--- config.mk ---
export PLATFORM = sky130hd
export DESIGN_NAME = fifo_stream_out
export DESIGN_NICKNAME = d
export VERILOG_FILES = /design/src/rtl/fifo_stream_out.sv
export SDC_FILE = /design/constraint.sdc
export NUM_CORES = 1
export LEC_CHECK = 0
export ABC_AREA = 1
export ABC_CLOCK_PERIOD_IN_PS = 2700
export BUFFER_PORTS_ARGS = -buffer_cell sky130_fd_sc_hd__buf_2
export CORE_ASPECT_RATIO = 1.4
export CORE_MARGIN = 5
export CORE_UTILIZATION = 30
export CTS_CLUSTER_DIAMETER = 30
export DETAILED_ROUTE_END_ITERATION = 8
export HOLD_SLACK_MARGIN = 0.03
export PLACE_DENSITY = 0.57
export RECOVER_POWER = 25
export SKIP_CTS_REPAIR_TIMING = 1
export SLEW_MARGIN = 15
export SYNTH_ARGS = -nofsm -noshare
export SYNTH_HDL_FRONTEND = slang
export SYNTH_SLANG_ARGS = --single-unit
--- constraint.sdc ---
create_clock -name clk -period 2.7 [get_ports clk]
set_clock_uncertainty 0.2 [all_clocks]
set_input_delay 0.405 -clock clk [delete_from_list [all_inputs] [get_ports clk]]
set_output_delay 0.405 -clock clk [all_outputs]
set_load 0.02 [all_outputs]
--- src/rtl/fifo_stream_out.sv ---
// -----------------------------------------------------------------------------
// fifo_stream_out
//
// Drain stage that sits behind the synchronous FIFO and turns its
// pop/empty/out_data read port into a valid/ready stream.
//
// The FIFO has a one-cycle registered read: data popped in cycle T appears on
// fifo_out_data in cycle T+1. An "inflight" flag remembers an outstanding pop
// so that the word is captured into a 2-entry elastic buffer on the following
// edge. The stream is presented from the buffer head, so a word popped in
// cycle T is on m_data with m_valid=1 in cycle T+2. With the sink always
// ready, one beat per cycle is sustained once the first word has arrived.
//
// Every BURST_LEN beats, the final beat of the frame is flagged with m_last.
// frame_count counts completed frames and wraps modulo 2^16.
//
// Build option:
//   FIFO_STREAM_OUT_STALL_CNT_EN - when defined, stall_cycles counts cycles
//   with m_valid=1 and m_ready=0, saturating at 16'hFFFF. When undefined,
//   stall_cycles is tied to zero and no counter is built.
//
// Parameters:
//   DATA_WIDTH - width of the FIFO read data and of the stream data
//   BURST_LEN  - beats per frame, 1..256
//
// Ports:
//   clk           in   clock, rising edge
//   rstn          in   asynchronous active-low reset
//   en            in   drain enable; no new pops while low
//   fifo_empty    in   FIFO empty flag
//   fifo_pop      out  pop request to the FIFO
//   fifo_out_data in   FIFO read data, valid the cycle after a pop
//   m_valid       out  stream data valid
//   m_ready       in   stream sink ready
//   m_data        out  stream data (buffer head)
//   m_last        out  final beat of the current frame
//   frame_count   out  completed frames, wraps
//   busy          out  a pop is outstanding or the buffer holds data
//   stall_cycles  out  backpressure cycle counter (build option)
// -----------------------------------------------------------------------------
module fifo_stream_out #(
   parameter int DATA_WIDTH = 32,
   parameter int BURST_LEN  = 4
) (
   input  logic                  clk,
   input  logic                  rstn,
   input  logic                  en,
   input  logic                  fifo_empty,
   output logic                  fifo_pop,
   input  logic [DATA_WIDTH-1:0] fifo_out_data,
   output logic                  m_valid,
   input  logic                  m_ready,
   output logic [DATA_WIDTH-1:0] m_data,
   output logic                  m_last,
   output logic [15:0]           frame_count,
   output logic                  busy,
   output logic [15:0]           stall_cycles
);

   localparam int BEAT_W = $clog2(BURST_LEN) + 1;
   localparam logic [BEAT_W-1:0] LAST_BEAT = BEAT_W'(BURST_LEN - 1);

   // ---------------------------------------------------------------------
   // State
   // ---------------------------------------------------------------------
   logic [DATA_WIDTH-1:0] buf_reg [2];
   logic                  wr_ptr_reg;
   logic                  rd_ptr_reg;
   logic [1:0]            occ_reg;
   logic [1:0]            occ_next;
   logic                  inflight_reg;
   logic [BEAT_W-1:0]     beat_reg;
   logic [BEAT_W-1:0]     beat_next;
   logic [15:0]           frame_count_reg;
   logic [15:0]           frame_count_next;

   logic                  xfer;
   logic                  capture;
   logic [2:0]            pending;

   // ---------------------------------------------------------------------
   // Handshake and pop decision
   // ---------------------------------------------------------------------
   assign m_valid = (occ_reg != 2'd0);
   assign xfer    = m_valid & m_ready;
   assign capture = inflight_reg;

   // Words that will occupy the buffer after this edge if no new pop is made:
   // current occupancy plus the word already on its way, minus the one
   // leaving now. A new pop is only allowed when that leaves room for it.
   // xfer implies occ_reg != 0, so the subtraction cannot underflow.
   assign pending = {1'b0, occ_reg} + {2'b00, inflight_reg} - {2'b00, xfer};

   // rstn gates the pop so that nothing is requested while held in reset;
   // the first pop then happens in the cycle reset is released.
   assign fifo_pop = rstn & en & ~fifo_empty & (pending < 3'd2);

   // ---------------------------------------------------------------------
   // Inflight flag: one outstanding read at most per cycle
   // ---------------------------------------------------------------------
   always_ff @(posedge clk or negedge rstn) begin
      if (!rstn) begin
         inflight_reg <= 1'b0;
      end else begin
         inflight_reg <= fifo_pop;
      end
   end

   // ---------------------------------------------------------------------
   // Elastic buffer storage: one register per entry, written at the tail
   // when the read data of an earlier pop arrives.
   // ---------------------------------------------------------------------
   generate
      for (genvar gi = 0; gi < 2; gi++) begin : g_entry
         always_ff @(posedge clk or negedge rstn) begin
            if (!rstn) begin
               buf_reg[gi] <= '0;
            end else if (capture && (wr_ptr_reg == 1'(gi))) begin
               buf_reg[gi] <= fifo_out_data;
            end
         end
      end
   endgenerate

   // ---------------------------------------------------------------------
   // Pointers and occupancy
   // ---------------------------------------------------------------------
   always_comb begin
      occ_next = occ_reg;
      case ({capture, xfer})
         2'b10:   occ_next = occ_reg + 2'd1;
         2'b01:   occ_next = occ_reg - 2'd1;
         default: occ_next = occ_reg;
      endcase
   end

   always_ff @(posedge clk or negedge rstn) begin
      if (!rstn) begin
         wr_ptr_reg <= 1'b0;
         rd_ptr_reg <= 1'b0;
         occ_reg    <= 2'd0;
      end else begin
         if (capture) begin
            wr_ptr_reg <= ~wr_ptr_reg;
         end
         if (xfer) begin
            rd_ptr_reg <= ~rd_ptr_reg;
         end
         occ_reg <= occ_next;
      end
   end

   assign m_data = buf_reg[rd_ptr_reg];
   assign busy   = inflight_reg | (occ_reg != 2'd0);

   // ---------------------------------------------------------------------
   // Frame tracking. The beat count only advances on a transfer, so pauses
   // (en low, FIFO empty, backpressure) never shift the frame boundary.
   // ---------------------------------------------------------------------
   assign m_last = m_valid & (beat_reg == LAST_BEAT);

   always_comb begin
      beat_next        = beat_reg;
      frame_count_next = frame_count_reg;
      if (xfer) begin
         if (m_last) begin
            beat_next        = '0;
            frame_count_next = frame_count_reg + 16'd1;
         end else begin
            beat_next = beat_reg + BEAT_W'(1);
         end
      end
   end

   always_ff @(posedge clk or negedge rstn) begin
      if (!rstn) begin
         beat_reg        <= '0;
         frame_count_reg <= 16'd0;
      end else begin
         beat_reg        <= beat_next;
         frame_count_reg <= frame_count_next;
      end
   end

   assign frame_count = frame_count_reg;

   // ---------------------------------------------------------------------
   // Backpressure counter
   // ---------------------------------------------------------------------
`ifdef FIFO_STREAM_OUT_STALL_CNT_EN
   logic [15:0] stall_reg;

   always_ff @(posedge clk or negedge rstn) begin
      if (!rstn) begin
         stall_reg <= 16'd0;
      end else if (m_valid && !m_ready && (stall_reg != 16'hFFFF)) begin
         stall_reg <= stall_reg + 16'd1;
      end
   end

   assign stall_cycles = stall_reg;
`else
   assign stall_cycles = 16'd0;
`endif

endmodule

Yosys cells after proc, flatten, opt, wreduce, memory -nomap -nowiden

Index checks and enable logic that the tools add are counted.

Add/subtract/negate cells: 6
Multipliers: 0
Div/mod/pow operators: 0
Order comparisons: 2
Equality and inequality tests: 3
Shift operators: 0
Mux-type cells: 5
Bitwise logic cells: 10
Reduce and logical (&&, ||, !) cells: 5

Operators with widths:

| cell                    | count |
|---|---|
| $mux W32                | 3 |
| $add A16 B1 Y16 const B | 1 |
| $and A1 B1 Y1           | 5 |
| $pmux W2 S2             | 1 |
| $reduce_bool A2 Y1      | 2 |
| $add A2 B1 Y3           | 1 |
| $add A3 B1 Y3 const B   | 1 |
| $eq A3 B2 Y1 const B    | 1 |
| $lt A3 B2 Y1 const B    | 1 |
| $mux W3                 | 1 |
| $not A1 Y1              | 3 |
| $sub A3 B1 Y3           | 1 |
| $add A2 B1 Y2 const B   | 1 |
| $eq A2 B1 Y1 const B    | 1 |
| $eq A2 B2 Y1 const B    | 1 |
| $ge A2 B2 Y1 const B    | 1 |
| $logic_and A1 B1 Y1     | 2 |
| $not A1 Y2              | 1 |
| $reduce_and A2 Y1       | 1 |
| $sub A2 B1 Y2 const B   | 1 |
| $or A1 B1 Y1            | 1 |

Flip-flop bits (word level): 88
Latch bits: 0
Bits in writable memories: 0
Bits in read-only memories: 0
Output and inout port bits: 68
Word-level logic and storage cells: 39
Memories kept: 0

Longest topological paths before layout

Word-level depth: 5
Depth in mapped cells: 9
Gate-level depth less buffers: 9

Least setup slack after synthesis

Ideal clock, no wire load.

Path type: reg2out
Start point: reg occ_reg[1]
End point: out fifo_pop
Arrival time: 2.271 ns
Path slack: -0.176 ns
Cell stages (with the launch flop): 10
Path buffers: 0
Cells stage by stage: dfrtp_1 > inv_2 > nand2_4 > nand2_4 > nand2_1 > nand2_1 > nand2_1 > fa_1 > xor2_1 > nor4b_1

Word-level cells in the longest chain between the ends: 5
Elaborated cells on any way between the ends: 6
Classes of those cells: 2 x add/sub; 1 x order compare; 2 x bitwise; 1 x reduce/logical

RTL lines:

| what                   | line | RTL |
|---|---|---|
| start, declared        | 69   | `logic [1:0] occ_reg;` |
| start signal, assigned | 149  | `occ_reg <= occ_next;` |
| $reduce_bool A2 Y1     | 84   | `assign m_valid = (occ_reg != 2'd0);` |
| net m_valid            | 51   | `output logic m_valid,` |
| $and A1 B1 Y1          | 85   | `assign xfer = m_valid & m_ready;` |
| $sub A3 B1 Y3          | 92   | `assign pending = {1'b0, occ_reg} + {2'b00, inflight_reg} - {2'b00, xfer};` |
| $lt A3 B2 Y1           | 96   | `assign fifo_pop = rstn & en & ~fifo_empty & (pending < 3'd2);` |
| $and A1 B1 Y1          | 96   |  |
| end, declared          | 49   | `output logic fifo_pop,` |

The timed path passes the listed nets, and every way through them passes these cells.

Worst setup path after layout

Start point: reg occ_reg[0]
End point: out fifo_pop

Word-level cells in the longest chain between the ends: 5
Elaborated cells on any way between the ends: 6
Classes of those cells: 2 x add/sub; 1 x order compare; 2 x bitwise; 1 x reduce/logical

RTL lines:

| what                                                  | line |
|---|---|
| branches (longest 2 deep; another with $add A2 B1 Y3) | n/a |
| $sub A3 B1 Y3 *                                       | 92 |
| $lt A3 B2 Y1 *                                        | 96 |
| $and A1 B1 Y1 *                                       | 96 |

Mark *: on every way between the ends.

==> results.sh <==
export IMPL_outcome="finished with violations"
export IMPL_violations="setup timing"
export IMPL_yosys_warnings=0
export IMPL_post_place_ws_ns=0.0366
export IMPL_layout_commonest_cell="nand2_1"
export IMPL_hold_viol=0
export IMPL_via_per_inst=4.31
export IMPL_drtIter0Drc=130
export IMPL_numCtsBuffers=9
export IMPL_drc_errors=0
export IMPL_grt_setup_unrepaired="true"
export IMPL_pwr_share_seq_pct=35.6
export IMPL_drtAntennaViolNets=0
export IMPL_ir_worst_vdd_v=0.000422
export IMPL_coreArea_um2=14000
export IMPL_startpoint_type="register"
export IMPL_tritoncts="yes"
export IMPL_io_pins=105
export IMPL_clock_fmax_ghz=0.344
export IMPL_finalWirelength_um=9960
export IMPL_clk_latency_ns=0.34
export IMPL_syn_to_final_growth_pct=22.9
export IMPL_drv_cap=0
export IMPL_relSlewSlack_pct=51.3
export IMPL_reg2reg_depth=10
export IMPL_p_per_area_nw_per_um2=1180
export IMPL_setup_worst_path_class="register to primary output"
export IMPL_h_tree_depth=3
export IMPL_syn_inst=520
export IMPL_grt_pass1_wl_um=16600
export IMPL_dp_hpwl_um=6870
export IMPL_track_usage_pct=12.2
export IMPL_fin_crit_sh_pct=108
export IMPL_start_util_pct=30.6
export IMPL_cts_root_buf="clkbuf_16"
export IMPL_intPower_mw=3.66
export IMPL_vias=3446
export IMPL_hold_worst_slack_ns=0.119
export IMPL_path_common_cell="nand2_2"
export IMPL_diodes=0
export IMPL_r2r_slack_ns=0.53
export IMPL_crit_fanout=5
export IMPL_fin_nets=649
export IMPL_grt_max_degree=66
export IMPL_critPathRequiredTime_ns=2.10
export IMPL_synth_yosys_seq_area_share_pct=51.5
export IMPL_drv_slew=0
export IMPL_cts_max_path_buffers=2
export IMPL_setup_viol_count_final=1
export IMPL_period_needed_ns=2.90
export IMPL_die_w_um=111
export IMPL_setup_slack_ns=-0.204
export IMPL_grt_ovfl_total=0
export IMPL_dr_pass1_iters=4
export IMPL_ys_ff_latch=88
export IMPL_gp_congestion=0.744
export IMPL_netlist_cell_type_count=30
export IMPL_reg2reg_to="capture"
export IMPL_fillerInstances=1473
export IMPL_power_switching_mw=2.54
export IMPL_die_area_um2=16800
export IMPL_crit_chain="inv_2, nand2_4, nand2_4, nand2_2, nand2_2, nand2_2, fa_2, xor2_1, nor4b_2, buf_4"
export IMPL_largest_reg_flops=64
export IMPL_tightest_slew_ns=0.731
export IMPL_rr_startpoint="occ_reg[0]"
export IMPL_holdPathEnd="buf_reg[49]"
export IMPL_synth_area_um2=4280
export IMPL_grt_antenna_before_repair=0
export IMPL_swShare_pct=40.9
export IMPL_totalPowerFinal_mw=6.20
export IMPL_p_comb_share_pct=42.4
export IMPL_dieHeight_um=151
export IMPL_end_kind="primary output"
export IMPL_p_leak_nw=2.86
export IMPL_arrival_ns=2.30
export IMPL_path_clk_slew_ns=0.06
export IMPL_rows=51
export IMPL_first_global_vias=3426
export IMPL_cts_sinks=88
export IMPL_hp_class="input port to register"
export IMPL_final_cell_mix="nand2_1 (214), dfrtp_1 (86), buf_2 (86)"
export IMPL_critPathMaxStageDelay_ns=0.46
export IMPL_hold_depth=3
export IMPL_numPortBuffers=88
export IMPL_routedWlPerCell_um=12.5
export IMPL_hold_start="fifo_out_data[17]"
export IMPL_p_clk_share_pct=22.0
export IMPL_layout_drive_gt1_share_pct=26.1
export IMPL_cpMaxStageDelayCell="dfrtp_2"
export IMPL_syn_area_per_cell_um2=8.23
[cells in the mapped netlist (all sizes together)]
cell,instances,area (µm²)
buf,23,164
clkbuf,14,52.6
clkinv,1,3.75
conb,1,3.75
dfrtp,88,2200
fa,1,20.0
ha,2,25.0
inv,50,188
nand2,225,877
nand3,12,72.6
nand3b,1,7.51
nand4,6,37.5
nor2,15,98.8
nor3,1,5.00
nor4b,1,8.76
o21ai,67,373
or2,1,6.26
xnor2,7,98.9
xor2,4,35.0
[logic make-up after synthesis]
logic type	share of synthesized area [%]
buffers and inverters	9.53
and+or+nand+nor	26.0
xor gates and xnor gates	3.13
other	0.0876
AOI/OAI and AO/OA	8.71
adders and majority gates	1.05
DFF	51.5
[worst max-delay path by stage]
stage | startpoint | to | slack [ns] | cells after the start
floorplan | occ_reg[1] | fifo_pop | 0.11 | 9
detailed placement | occ_reg[1] | fifo_pop | 0.04 | 10
global placement | m_ready | fifo_pop | 0.15 | 10
CTS | occ_reg[1] | fifo_pop | -0.33 | 10
global route | occ_reg[0] | fifo_pop | -0.30 | 8
finish | occ_reg[0] | fifo_pop | -0.20 | 10
[worst max-delay path: cells and delay by family, from the launching register on]
kind,cells,cell delay [ns]
xor+xnor,1,0.17
flops,1,0.46
simple gates,6,0.71
fa+ha+maj,1,0.33
buf+inv,2,0.29
[cell type report]
class	count	area [µm²]	share of cell area [%]
inverter	51	191	3.64
multi-input combinational	359	1750	33.3
clock inverter	6	91.3	1.74
timing repair buffer	100	551	10.5
tap	185	231	4.40
clock buffer	10	239	4.55
sequential	88	2200	41.9
[layer usage]
layer | track usage [%] | up-vias | routed length (µm)
met5 | 0 | - | 0
met4 | 4.56 | 0 | 195
met3 | 4.16 | 18 | 670
met2 | 21.4 | 95 | 5010
met1 | 13.8 | 1585 | 4090
li1 | - | 1748 | -
[power by group through the flow]
stage          combinational (mW)  clock [mW]  sequential, mW
6_report                     2.63        1.36            2.21
5_1_grt                      2.96        1.46            2.28
4_1_cts                      2.64        1.41            2.21
3_5_place_dp                 2.63           0            2.23
3_3_place_gp                 2.58           0            2.20
2_1_floorplan                1.81           0            2.19
[through the flow]
step | area [µm²] | setup TNS, ns | util [%] | std cells
after floorplan | 4340 | 0 | - | 535
after global placement | 4870 | 0 | 34.9 | 779
after detailed placement | 4870 | 0 | 34.9 | 779
after CTS | 5200 | -0.329 | 37.2 | 795
after global routing | 5260 | -0.298 | 37.6 | 799
final | 5260 | -0.204 | 37.6 | 799
Power figures use the tool's default switching activity.
